<file path="src/rtl/time_set_ctrl_pkg.sv">
// Shared types, field encodings and BCD helpers for the time-setting controller.
package time_ctrl_pkg;

  typedef enum logic [1:0] {
    RUN      = 2'd0,
    SET_HOUR = 2'd1,
    SET_MIN  = 2'd2,
    SET_SEC  = 2'd3
  } state_t;

  localparam logic [1:0] FSEL_NONE = 2'd0;
  localparam logic [1:0] FSEL_HOUR = 2'd1;
  localparam logic [1:0] FSEL_MIN  = 2'd2;
  localparam logic [1:0] FSEL_SEC  = 2'd3;

  // Bit positions of each BCD digit inside the packed display word
  localparam int SEC_U_LSB  = 0;
  localparam int SEC_U_MSB  = 3;
  localparam int SEC_T_LSB  = 4;
  localparam int SEC_T_MSB  = 6;
  localparam int MIN_U_LSB  = 7;
  localparam int MIN_U_MSB  = 10;
  localparam int MIN_T_LSB  = 11;
  localparam int MIN_T_MSB  = 13;
  localparam int HOUR_U_LSB = 14;
  localparam int HOUR_U_MSB = 17;
  localparam int HOUR_T_LSB = 18;
  localparam int HOUR_T_MSB = 19;

  // Field limits, held as two-digit BCD {tens, units}
  localparam logic [7:0] HOUR_MAX = 8'h23;
  localparam logic [7:0] MIN_MAX  = 8'h59;
  localparam logic [7:0] SEC_MAX  = 8'h59;

  localparam logic [5:0] MASK_HOUR = 6'b110000;
  localparam logic [5:0] MASK_MIN  = 6'b001100;
  localparam logic [5:0] MASK_SEC  = 6'b000011;

  // Two-digit BCD increment; bit 8 flags the wrap from max back to 00
  function automatic logic [8:0] bcd_inc(input logic [7:0] v, input logic [7:0] max);
    if (v == max) return 9'h100;
    if (v[3:0] == 4'd9) return {1'b0, v[7:4] + 4'd1, 4'd0};
    return {1'b0, v[7:4], v[3:0] + 4'd1};
  endfunction

  function automatic logic [1:0] field_sel_of(input state_t s);
    case (s)
      SET_HOUR: return FSEL_HOUR;
      SET_MIN:  return FSEL_MIN;
      SET_SEC:  return FSEL_SEC;
      default:  return FSEL_NONE;
    endcase
  endfunction

  function automatic logic [5:0] mask_of(input state_t s);
    case (s)
      SET_HOUR: return MASK_HOUR;
      SET_MIN:  return MASK_MIN;
      SET_SEC:  return MASK_SEC;
      default:  return 6'b000000;
    endcase
  endfunction

endpackage

</file>
<file path="src/rtl/time_set_ctrl_if.sv">
// Button inputs and display-side outputs of the time-setting controller.
interface time_set_ctrl_if;
  logic        btn_mode;
  logic        btn_sel;
  logic        btn_inc;
  logic [19:0] time_data;
  logic        set_mode;
  logic [1:0]  field_sel;
  logic [5:0]  blank_mask;

  modport master (
    output btn_mode, btn_sel, btn_inc,
    input  time_data, set_mode, field_sel, blank_mask
  );

  modport slave (
    input  btn_mode, btn_sel, btn_inc,
    output time_data, set_mode, field_sel, blank_mask
  );
endinterface

</file>
<file path="src/rtl/time_set_ctrl_tick_prescaler.sv">
// Free-running modulo-DIV counter; tick is high on the last count of each period.
module tick_prescaler #(
  parameter int DIV = 4
) (
  input  logic clk_sys,
  input  logic rstn,
  input  logic clr,
  output logic tick
);
  localparam int W = $clog2(DIV);
  localparam logic [W-1:0] LAST = W'(DIV - 1);

  logic [W-1:0] cnt_q;

  assign tick = (cnt_q == LAST);

  // Count 0..DIV-1, held at zero by reset or clr
  always_ff @(posedge clk_sys) begin
    if (!rstn || clr) cnt_q <= '0;
    else if (tick)    cnt_q <= '0;
    else              cnt_q <= cnt_q + 1'b1;
  end
endmodule

</file>
<file path="src/rtl/time_set_ctrl.sv">
// 24-hour BCD clock with button-driven set mode and blinking edit field.
module time_set_ctrl
  import time_ctrl_pkg::*;
#(
  parameter int TICK_DIV  = 100_000_000,
  parameter int BLINK_DIV = 25_000_000
) (
  input  logic           clk_sys,
  input  logic           rstn,
  time_set_ctrl_if.slave bus
);
  state_t     state_q, state_d;
  logic [7:0] hour_q, min_q, sec_q;
  logic [7:0] hour_d, min_d, sec_d;
  logic       mode_q, sel_q, inc_q;
  logic       phase_q, phase_d;
  logic       set_mode_q;
  logic [1:0] field_sel_q;
  logic [5:0] blank_mask_q;
  logic       mode_e, sel_e, inc_e;
  logic       edit_e;
  logic       sec_tick, blink_tick, sec_clr, blink_clr;
  logic [8:0] h_inc, m_inc, s_inc;

  assign mode_e = bus.btn_mode & ~mode_q;
  assign sel_e  = bus.btn_sel  & ~sel_q;
  assign inc_e  = bus.btn_inc  & ~inc_q;

  // A sel/inc edge that actually acts on the edit (SET state, no mode edge)
  assign edit_e    = (state_q != RUN) & ~mode_e & (sel_e | inc_e);
  assign sec_clr   = (state_q != RUN);
  assign blink_clr = (state_q == RUN) | edit_e;

  assign h_inc = bcd_inc(hour_q, HOUR_MAX);
  assign m_inc = bcd_inc(min_q,  MIN_MAX);
  assign s_inc = bcd_inc(sec_q,  SEC_MAX);

  tick_prescaler #(.DIV(TICK_DIV)) u_sec_div (
    .clk_sys (clk_sys),
    .rstn    (rstn),
    .clr     (sec_clr),
    .tick    (sec_tick)
  );

  tick_prescaler #(.DIV(BLINK_DIV)) u_blink_div (
    .clk_sys (clk_sys),
    .rstn    (rstn),
    .clr     (blink_clr),
    .tick    (blink_tick)
  );

  // Next state and time: mode beats sel beats inc; a RUN tick loses to a mode edge
  always_comb begin
    state_d = state_q;
    hour_d  = hour_q;
    min_d   = min_q;
    sec_d   = sec_q;
    if (state_q == RUN) begin
      if (mode_e) begin
        state_d = SET_HOUR;
      end else if (sec_tick) begin
        sec_d = s_inc[7:0];
        if (s_inc[8]) begin
          min_d = m_inc[7:0];
          if (m_inc[8]) hour_d = h_inc[7:0];
        end
      end
    end else if (mode_e) begin
      state_d = RUN;
    end else if (sel_e) begin
      case (state_q)
        SET_HOUR: state_d = SET_MIN;
        SET_MIN:  state_d = SET_SEC;
        default:  state_d = SET_HOUR;
      endcase
    end else if (inc_e) begin
      case (state_q)
        SET_HOUR: hour_d = h_inc[7:0];
        SET_MIN:  min_d  = m_inc[7:0];
        default:  sec_d  = s_inc[7:0];
      endcase
    end
  end

  // Blink phase restarts visible on entry and on every edit
  always_comb begin
    phase_d = 1'b0;
    if (!blink_clr) phase_d = phase_q ^ blink_tick;
  end

  // State, time, button history and registered display outputs
  always_ff @(posedge clk_sys) begin
    if (!rstn) begin
      state_q      <= RUN;
      hour_q       <= '0;
      min_q        <= '0;
      sec_q        <= '0;
      mode_q       <= 1'b0;
      sel_q        <= 1'b0;
      inc_q        <= 1'b0;
      phase_q      <= 1'b0;
      set_mode_q   <= 1'b0;
      field_sel_q  <= FSEL_NONE;
      blank_mask_q <= '0;
    end else begin
      state_q      <= state_d;
      hour_q       <= hour_d;
      min_q        <= min_d;
      sec_q        <= sec_d;
      mode_q       <= bus.btn_mode;
      sel_q        <= bus.btn_sel;
      inc_q        <= bus.btn_inc;
      phase_q      <= phase_d;
      set_mode_q   <= (state_d != RUN);
      field_sel_q  <= field_sel_of(state_d);
      blank_mask_q <= phase_d ? mask_of(state_d) : 6'b000000;
    end
  end

  // Pack the three BCD fields into the display word
  always_comb begin
    bus.time_data = '0;
    bus.time_data[SEC_U_MSB:SEC_U_LSB]   = sec_q[3:0];
    bus.time_data[SEC_T_MSB:SEC_T_LSB]   = sec_q[6:4];
    bus.time_data[MIN_U_MSB:MIN_U_LSB]   = min_q[3:0];
    bus.time_data[MIN_T_MSB:MIN_T_LSB]   = min_q[6:4];
    bus.time_data[HOUR_U_MSB:HOUR_U_LSB] = hour_q[3:0];
    bus.time_data[HOUR_T_MSB:HOUR_T_LSB] = hour_q[5:4];
  end

  assign bus.set_mode   = set_mode_q;
  assign bus.field_sel  = field_sel_q;
  assign bus.blank_mask = blank_mask_q;
endmodule

</file>
<file path="src/flat_wrapper.sv">
// flat-port wrapper written by rule: the top's interface ports become plain ports
module time_set_ctrl_flat import time_ctrl_pkg::*;
#(
  parameter int TICK_DIV  = 100_000_000,
  parameter int BLINK_DIV = 25_000_000
)
  (clk_sys, rstn, bus_btn_mode, bus_btn_sel, bus_btn_inc, bus_time_data, bus_set_mode, bus_field_sel, bus_blank_mask);
  time_set_ctrl_if bus_i ();
  input  logic clk_sys;
  input  logic rstn;
  input wire logic [$bits(bus_i.btn_mode)-1:0] bus_btn_mode;
  input wire logic [$bits(bus_i.btn_sel)-1:0] bus_btn_sel;
  input wire logic [$bits(bus_i.btn_inc)-1:0] bus_btn_inc;
  output wire logic [$bits(bus_i.time_data)-1:0] bus_time_data;
  output wire logic [$bits(bus_i.set_mode)-1:0] bus_set_mode;
  output wire logic [$bits(bus_i.field_sel)-1:0] bus_field_sel;
  output wire logic [$bits(bus_i.blank_mask)-1:0] bus_blank_mask;
  assign bus_i.btn_mode = bus_btn_mode;
  assign bus_i.btn_sel = bus_btn_sel;
  assign bus_i.btn_inc = bus_btn_inc;
  assign bus_time_data = bus_i.time_data;
  assign bus_set_mode = bus_i.set_mode;
  assign bus_field_sel = bus_i.field_sel;
  assign bus_blank_mask = bus_i.blank_mask;
  time_set_ctrl #(.TICK_DIV(TICK_DIV), .BLINK_DIV(BLINK_DIV)) u_core (.clk_sys(clk_sys), .rstn(rstn), .bus(bus_i));
endmodule
</file>
<file path="config.mk">
export PLATFORM = sky130hd
export DESIGN_NAME = time_set_ctrl_flat
export DESIGN_NICKNAME = d
export VERILOG_FILES = /design/src/rtl/time_set_ctrl_pkg.sv /design/src/rtl/time_set_ctrl_if.sv /design/src/rtl/time_set_ctrl_tick_prescaler.sv /design/src/rtl/time_set_ctrl.sv /design/src/flat_wrapper.sv
export SDC_FILE = /design/constraint.sdc
export NUM_CORES = 1
export LEC_CHECK = 0
export ABC_AREA = 1
export CAP_MARGIN = 40
export CORE_MARGIN = 2
export CORE_UTILIZATION = 31
export DETAILED_ROUTE_END_ITERATION = 8
export PLACE_DENSITY = 0.45
export SLEW_MARGIN = 20
export SYNTH_ARGS = -nofsm -noshare
export SYNTH_HDL_FRONTEND = slang
export SYNTH_SLANG_ARGS = --single-unit
</file>
<file path="constraint.sdc">
create_clock -name clk_sys -period 2.3 [get_ports clk_sys]
set_input_delay 0.46 -clock clk_sys [delete_from_list [all_inputs] [get_ports clk_sys]]
set_output_delay 0.46 -clock clk_sys [all_outputs]
set_load 0.01 [all_outputs]
</file>
# Word level (Yosys, flattened, before mapping)
# Cells that the tools add are included.
dict set report word_totals {
  register_bits 91
  inputBits 5
  out_inout_bits 29
  word_cells 120
}
dict set report classes {
  n_addsub 8
  eq_ne 18
  n_mux 53
  bitwise_logic 12
  n_reduce_logical 16
}
# cell count
set ops {}
lappend ops {{$mux W8} 28}
lappend ops {{$mux W9} 8}
lappend ops {{$add A27 B1 Y27 const B} 1}
lappend ops {{$eq A27 B27 Y1 const B} 1}
lappend ops {{$add A25 B1 Y25 const B} 1}
lappend ops {{$eq A25 B25 Y1 const B} 1}
lappend ops {{$add A4 B1 Y4 const B} 6}
lappend ops {{$pmux W6 S3} 1}
lappend ops {{$eq A8 B7 Y1 const B} 2}
lappend ops {{$eq A4 B4 Y1 const B} 3}
lappend ops {{$mux W1} 10}
lappend ops {{$reduce_bool A2 Y1} 5}
lappend ops {{$eq A8 B6 Y1 const B} 1}
lappend ops {{$mux W2} 4}
lappend ops {{$ne A2 B1 Y1 const B} 4}
lappend ops {{$reduce_and A7 Y1} 1}
lappend ops {{$eq A2 B2 Y1 const B} 3}
lappend ops {{$pmux W2 S3} 1}
lappend ops {{$reduce_and A6 Y1} 1}
lappend ops {{$reduce_or A2 Y1} 3}
lappend ops {{$and A1 B1 Y1} 5}
lappend ops {{$reduce_and A5 Y1} 1}
lappend ops {{$eq A2 B1 Y1 const B} 2}
lappend ops {{$not A1 Y1} 4}
lappend ops {{8 further kinds} 10}

# Longest topological paths before layout
dict set report depth {
  depth_word 10
  depth_mapped 12
  depth_no_buf 12
}

# Hierarchy
# From an unflattened synthesis, not the netlist that was laid out.
dict set report unflattened {
  hier_cells 777
  hier_area_um2 5163.7
}
# module instances cells_per_inst area_each_um2 seq_area_each_um2
set by_module_without_submodules {}
lappend by_module_without_submodules {time_set_ctrl 1 316 2214.6 700.7}
lappend by_module_without_submodules {{tick_prescaler (u_core.u_sec_div)} 1 250 1535.2 540.5}
lappend by_module_without_submodules {{tick_prescaler (u_core.u_blink_div)} 1 211 1413.9 500.5}

# Worst setup path after synthesis
# OpenSTA, ideal clock, no wires.
dict set report synth_path {
  path_type {flip-flop to flip-flop}
  from {reg u_core.bus.field_sel[0] (netlist name)}
  to {reg u_core.hour_q[0]}
  arrival_ns 1.481
  t_required_ns 2.228
  setup_slack_ns 0.747
  stages_incl_launch_ff 9
  path_buffers 2
  synth_period_minus_slack_ns 1.553
  cell_sequence {dfxtp_1 > inv_1 > ha_1 > buf_4 > inv_1 > a21oi_4 > buf_4 > nand4_1 > a21oi_1}
}
# element line_no
set synth_lines {}
lappend synth_lines {{to (signal assigned)} time_set_ctrl.sv:107} ;# hour_q <= hour_d;
lappend synth_lines {{to (decl)} time_set_ctrl.sv:13} ;# logic [7:0] hour_q, min_q, sec_q;

# Worst setup path after layout
dict set report layout_path {
  from {reg u_core.u_blink_div.cnt_q[0]}
  to {reg u_core.u_blink_div.cnt_q[19]}
}
dict set report layout_between {
  elab_chain_cells 2
}
# element line_no
set layout_rtl {}
lappend layout_rtl {{from (decl)} time_set_ctrl_tick_prescaler.sv:13} ;# logic [W-1:0] cnt_q;
lappend layout_rtl {{from (signal assigned)} time_set_ctrl_tick_prescaler.sv:21} ;# else cnt_q <= cnt_q + 1'b1;
lappend layout_rtl {{parallel branches: the longest is 2 deep, another holds $add A25 B1 Y25} -}
# Parallel ways; which one is timed is not known.
# A chain may end at the register's enable or synchronous reset.

==> impl_metrics.py <==
metrics = {
    "status": {
        "status": "completed",
    },
    "yosys": {
        "ys_ff_latch": 87,
        "synthArstFlopShare_pct": 0,
        "syn_nets": 718,
        "netlist_area_mm2": 0.004900,
        "ys.flop_type": "dfxtp_1",
        "yosysSeqAreaShare_pct": 35.55,
        "synth.distinct_cells": 37,
        "synthAdderAreaFrac_pct": 4.341,
        "synth_compound_area_share_pct": 6.920,
        "syn_inst": 696,
        "avgSynthCellArea_um2": 7.040,
        "synthXorXnorAreaFrac_pct": 3.575,
        "synthSimpleGateAreaFrac_pct": 37.67,
        "synth-edff-count": 0,
        "ys_warn_count": 0,
        "synth.largest_area_cell": "dfxtp_1",
        "synth_top_area_share_pct": 35.55,
        "synth_top_family_by_area": "simple AND/OR/NAND/NOR gates",
        "ys_top_cells_by_area": "dfxtp_1 36%, nand2_1 11%, nor2_1 8.3%, inv_1 6.5%, a21oi_1 4.7%",
        "synth.area.mux_share_pct": 0,
    },
    "critical_path": {
        "path_max_fanout": 25,
        "startpoint_type": "register",
        "crit_start": "u_core.u_blink_div.cnt_q[0]",
        "rrSetupSlack_ns": 0.39,
        "cp-end-kind": "register",
        "r2r-start": "u_core.u_blink_div.cnt_q[0]",
        "cp_data_required_time_ns": 2.51,
        "crit_type": "register to register",
        "crit_arrival_ns": 2.12,
        "r2r_cells": 8,
    },
    "sta": {
        "tightest_slew_ns": 0.7220,
        "whs_ns": 0.4514,
        "hold_viol_final": 0,
        "post-route-min-period_ns": 1.909,
        "slew_violations": 0,
        "setup_ws_ns": 0.3907,
        "clock_skew_ns": 0.008572,
        "setup_viol": 0,
        "fin_setup_tns_ns": 0,
        "max_freq_ghz": 0.5237,
        "period_share_pct": 83.01,
        "rsz0062_at_grt": "no",
        "max-slew-margin-rel_pct": 51.19,
    },
    "cts": {
        "worstSkewPairLatency_ns": 0.35,
        "postCtsSetupBuffers": 0,
        "cts_hold_buf": 0,
        "cts_tree": "yes",
        "htree_num_levels": 3,
        "tritoncts.num_buffers": 9,
        "clk_pin_slew_ns": 0.07,
        "cts_max_path_buffers": 2,
        "clock_sinks": 87,
        "cts_root_buf": "clkbuf_16",
        "cts_resized": 0,
    },
    "job": {
        "cap_violations": 0,
    },
    "floorplanning": {
        "die_w_um": 129.7,
        "start_util_pct": 31.99,
        "dieArea_mm2": 0.01683,
        "core-area_mm2": 0.01531,
        "num_io_pins": 34,
        "num_rows": 45,
        "die_h_um": 129.7,
    },
    "detailed_routing": {
        "vias": 4215,
        "routed_wl_um": 10960,
        "wire_per_inst_um": 11.79,
        "vias_per_cell": 4.537,
        "ant_nets": 0,
        "drtIter0Drc": 209,
        "first_pass_iters": 4,
        "drc": 0,
    },
    "pwr": {
        "p_leak_uw": 0.002022,
        "ir_drop_mv": 0.3613,
        "power.density_mw_per_mm2": 605.0,
    },
    "grt": {
        "first_global_vias": 4062,
        "gr-total-overflow": 0,
        "grt_usage_pct": 14.07,
        "grt_max_degree": 26,
        "antenna_found_initial": 0,
        "grt_pass1_wl_um": 18960,
    },
    "worst_hold_path": {
        "hold_start": "u_core.u_blink_div.cnt_q[0]",
        "worstHoldPathCells": 1,
        "hp-class": "register to register",
    },
    "place": {
        "dp_hpwl_um": 8218,
        "gp_congestion": 0.8337,
        "placedCellCount": 913,
        "place_ws_ns": 0.1932,
        "placed_area_mm2": 0.005288,
        "place.port_buffers": 33,
    },
    "cells_and_area": {
        "instances_no_fill": 929,
        "layout.nets": 735,
        "synthToLayoutAreaGrowth_pct": 14.38,
        "drive_gt1_share_pct": 9.053,
        "finalInstanceArea_mm2": 0.005604,
        "diodes": 0,
    },
}
## state kept, by name, indices dropped and copies added, names as in the netlist
signal / flops
u_core.min_q: 8
u_core.bus.set_mode: 1
u_core.u_blink_div.cnt_q: 25
u_core.phase_q: 1
u_core.bus.blank_mask: 3
u_core.bus.field_sel: 2
u_core.state_q: 1
u_core.hour_q: 8
u_core.sec_q: 8
u_core.inc_q: 1
u_core.sel_q: 1
u_core.mode_q: 1
u_core.u_sec_div.cnt_q: 27
## synthesized netlist by cell type, types with 5 or more instances
| library cell | count |
|---|---|
| nor3b_1 | 5 |
| nand2_1 | 146 |
| nor2_2 | 7 |
| nand4_1 | 30 |
| a21oi_1 | 46 |
| nor3_1 | 16 |
| ha_1 | 17 |
| xnor2_1 | 8 |
| nor2_1 | 108 |
| nand2_2 | 8 |
| xor2_1 | 12 |
| o21ai_0 | 10 |
| nand3_4 | 5 |
| inv_1 | 85 |
| dfxtp_1 | 87 |
| nand3_1 | 32 |
| buf_4 | 30 |
| nor4_1 | 5 |
| or2_2 | 10 |
## placed cells by master (no fill, tap or decap), types with 12 or more instances in the layout
cell,count
a21oi_1,46
clkdlybuf4s50_1,33
dfxtp_1,87
ha_1,17
inv_1,85
nand2_1,146
nand3_1,32
nand4_1,30
nor2_1,108
nor3_1,16
xor2_1,12
## per-layer routing
| metal | global-route usage [%] | part of all wire [%] | vias up |
|---|---|---|---|
| met3 | 4.182 | 4.3 | 16 |
| li1 | - | - | 2240 |
| met4 | 4.048 | 1.5 | 0 |
| met5 | 0 | 0 | - |
| met2 | 23.28 | 46 | 54 |
| met1 | 17.81 | 48 | 1905 |
## worst max-delay path, stage by stage, from the launching register on
cell	delay [ns]
dfxtp_1	0.36
ha_1	0.18
nand2_1	0.07
nor2_1	0.19
nand2_1	0.08
nor3_1	0.23
nand2_1	0.13
nand2_2	0.41
nor3_1	0.11
## final timing paths
path | end
setup reg to reg | u_core.u_blink_div.cnt_q[19]
hold reg to reg | u_core.u_blink_div.cnt_q[0]
hold / removal | u_core.u_blink_div.cnt_q[0]
setup / recovery | u_core.u_blink_div.cnt_q[19]
## cell families after synthesis
| family | Yosys count |
|---|---|
| adders and majority gates | 17 |
| xor gates and xnor gates | 20 |
| and+or+nand+nor | 388 |
| AOI/OAI and AO/OA | 63 |
| DFF | 87 |
| buffers and inverters | 121 |
## power breakdown
group	leakage (µW)	total, µW	internal (µW)	switching (µW)
combinational	0.00117	282	94.1	188
sequential	0.000703	1550	1530	20.6
clock	0.000153	1560	911	647
total	0.00202	3390	2530	856
## cell type report
| cell class | count | area [µm²] |
|---|---|---|
| multi-input combinational | 488 | 2572 |
| tap | 211 | 264.0 |
| inverter | 87 | 326.6 |
| timing repair buffer | 40 | 382.9 |
| clock buffer | 11 | 252.7 |
| fill | 1658 | 9711 |
| clock inverter | 5 | 63.81 |
| sequential | 87 | 1742 |
## stage by stage
step	total power, µW	util (%)
floorplan	1804	-
global placement	1865	34.53
detailed placement	1871	34.53
CTS	3463	36.59
global route	3553	36.59
finish	3390	36.59
Power figures use the tool's default switching activity.
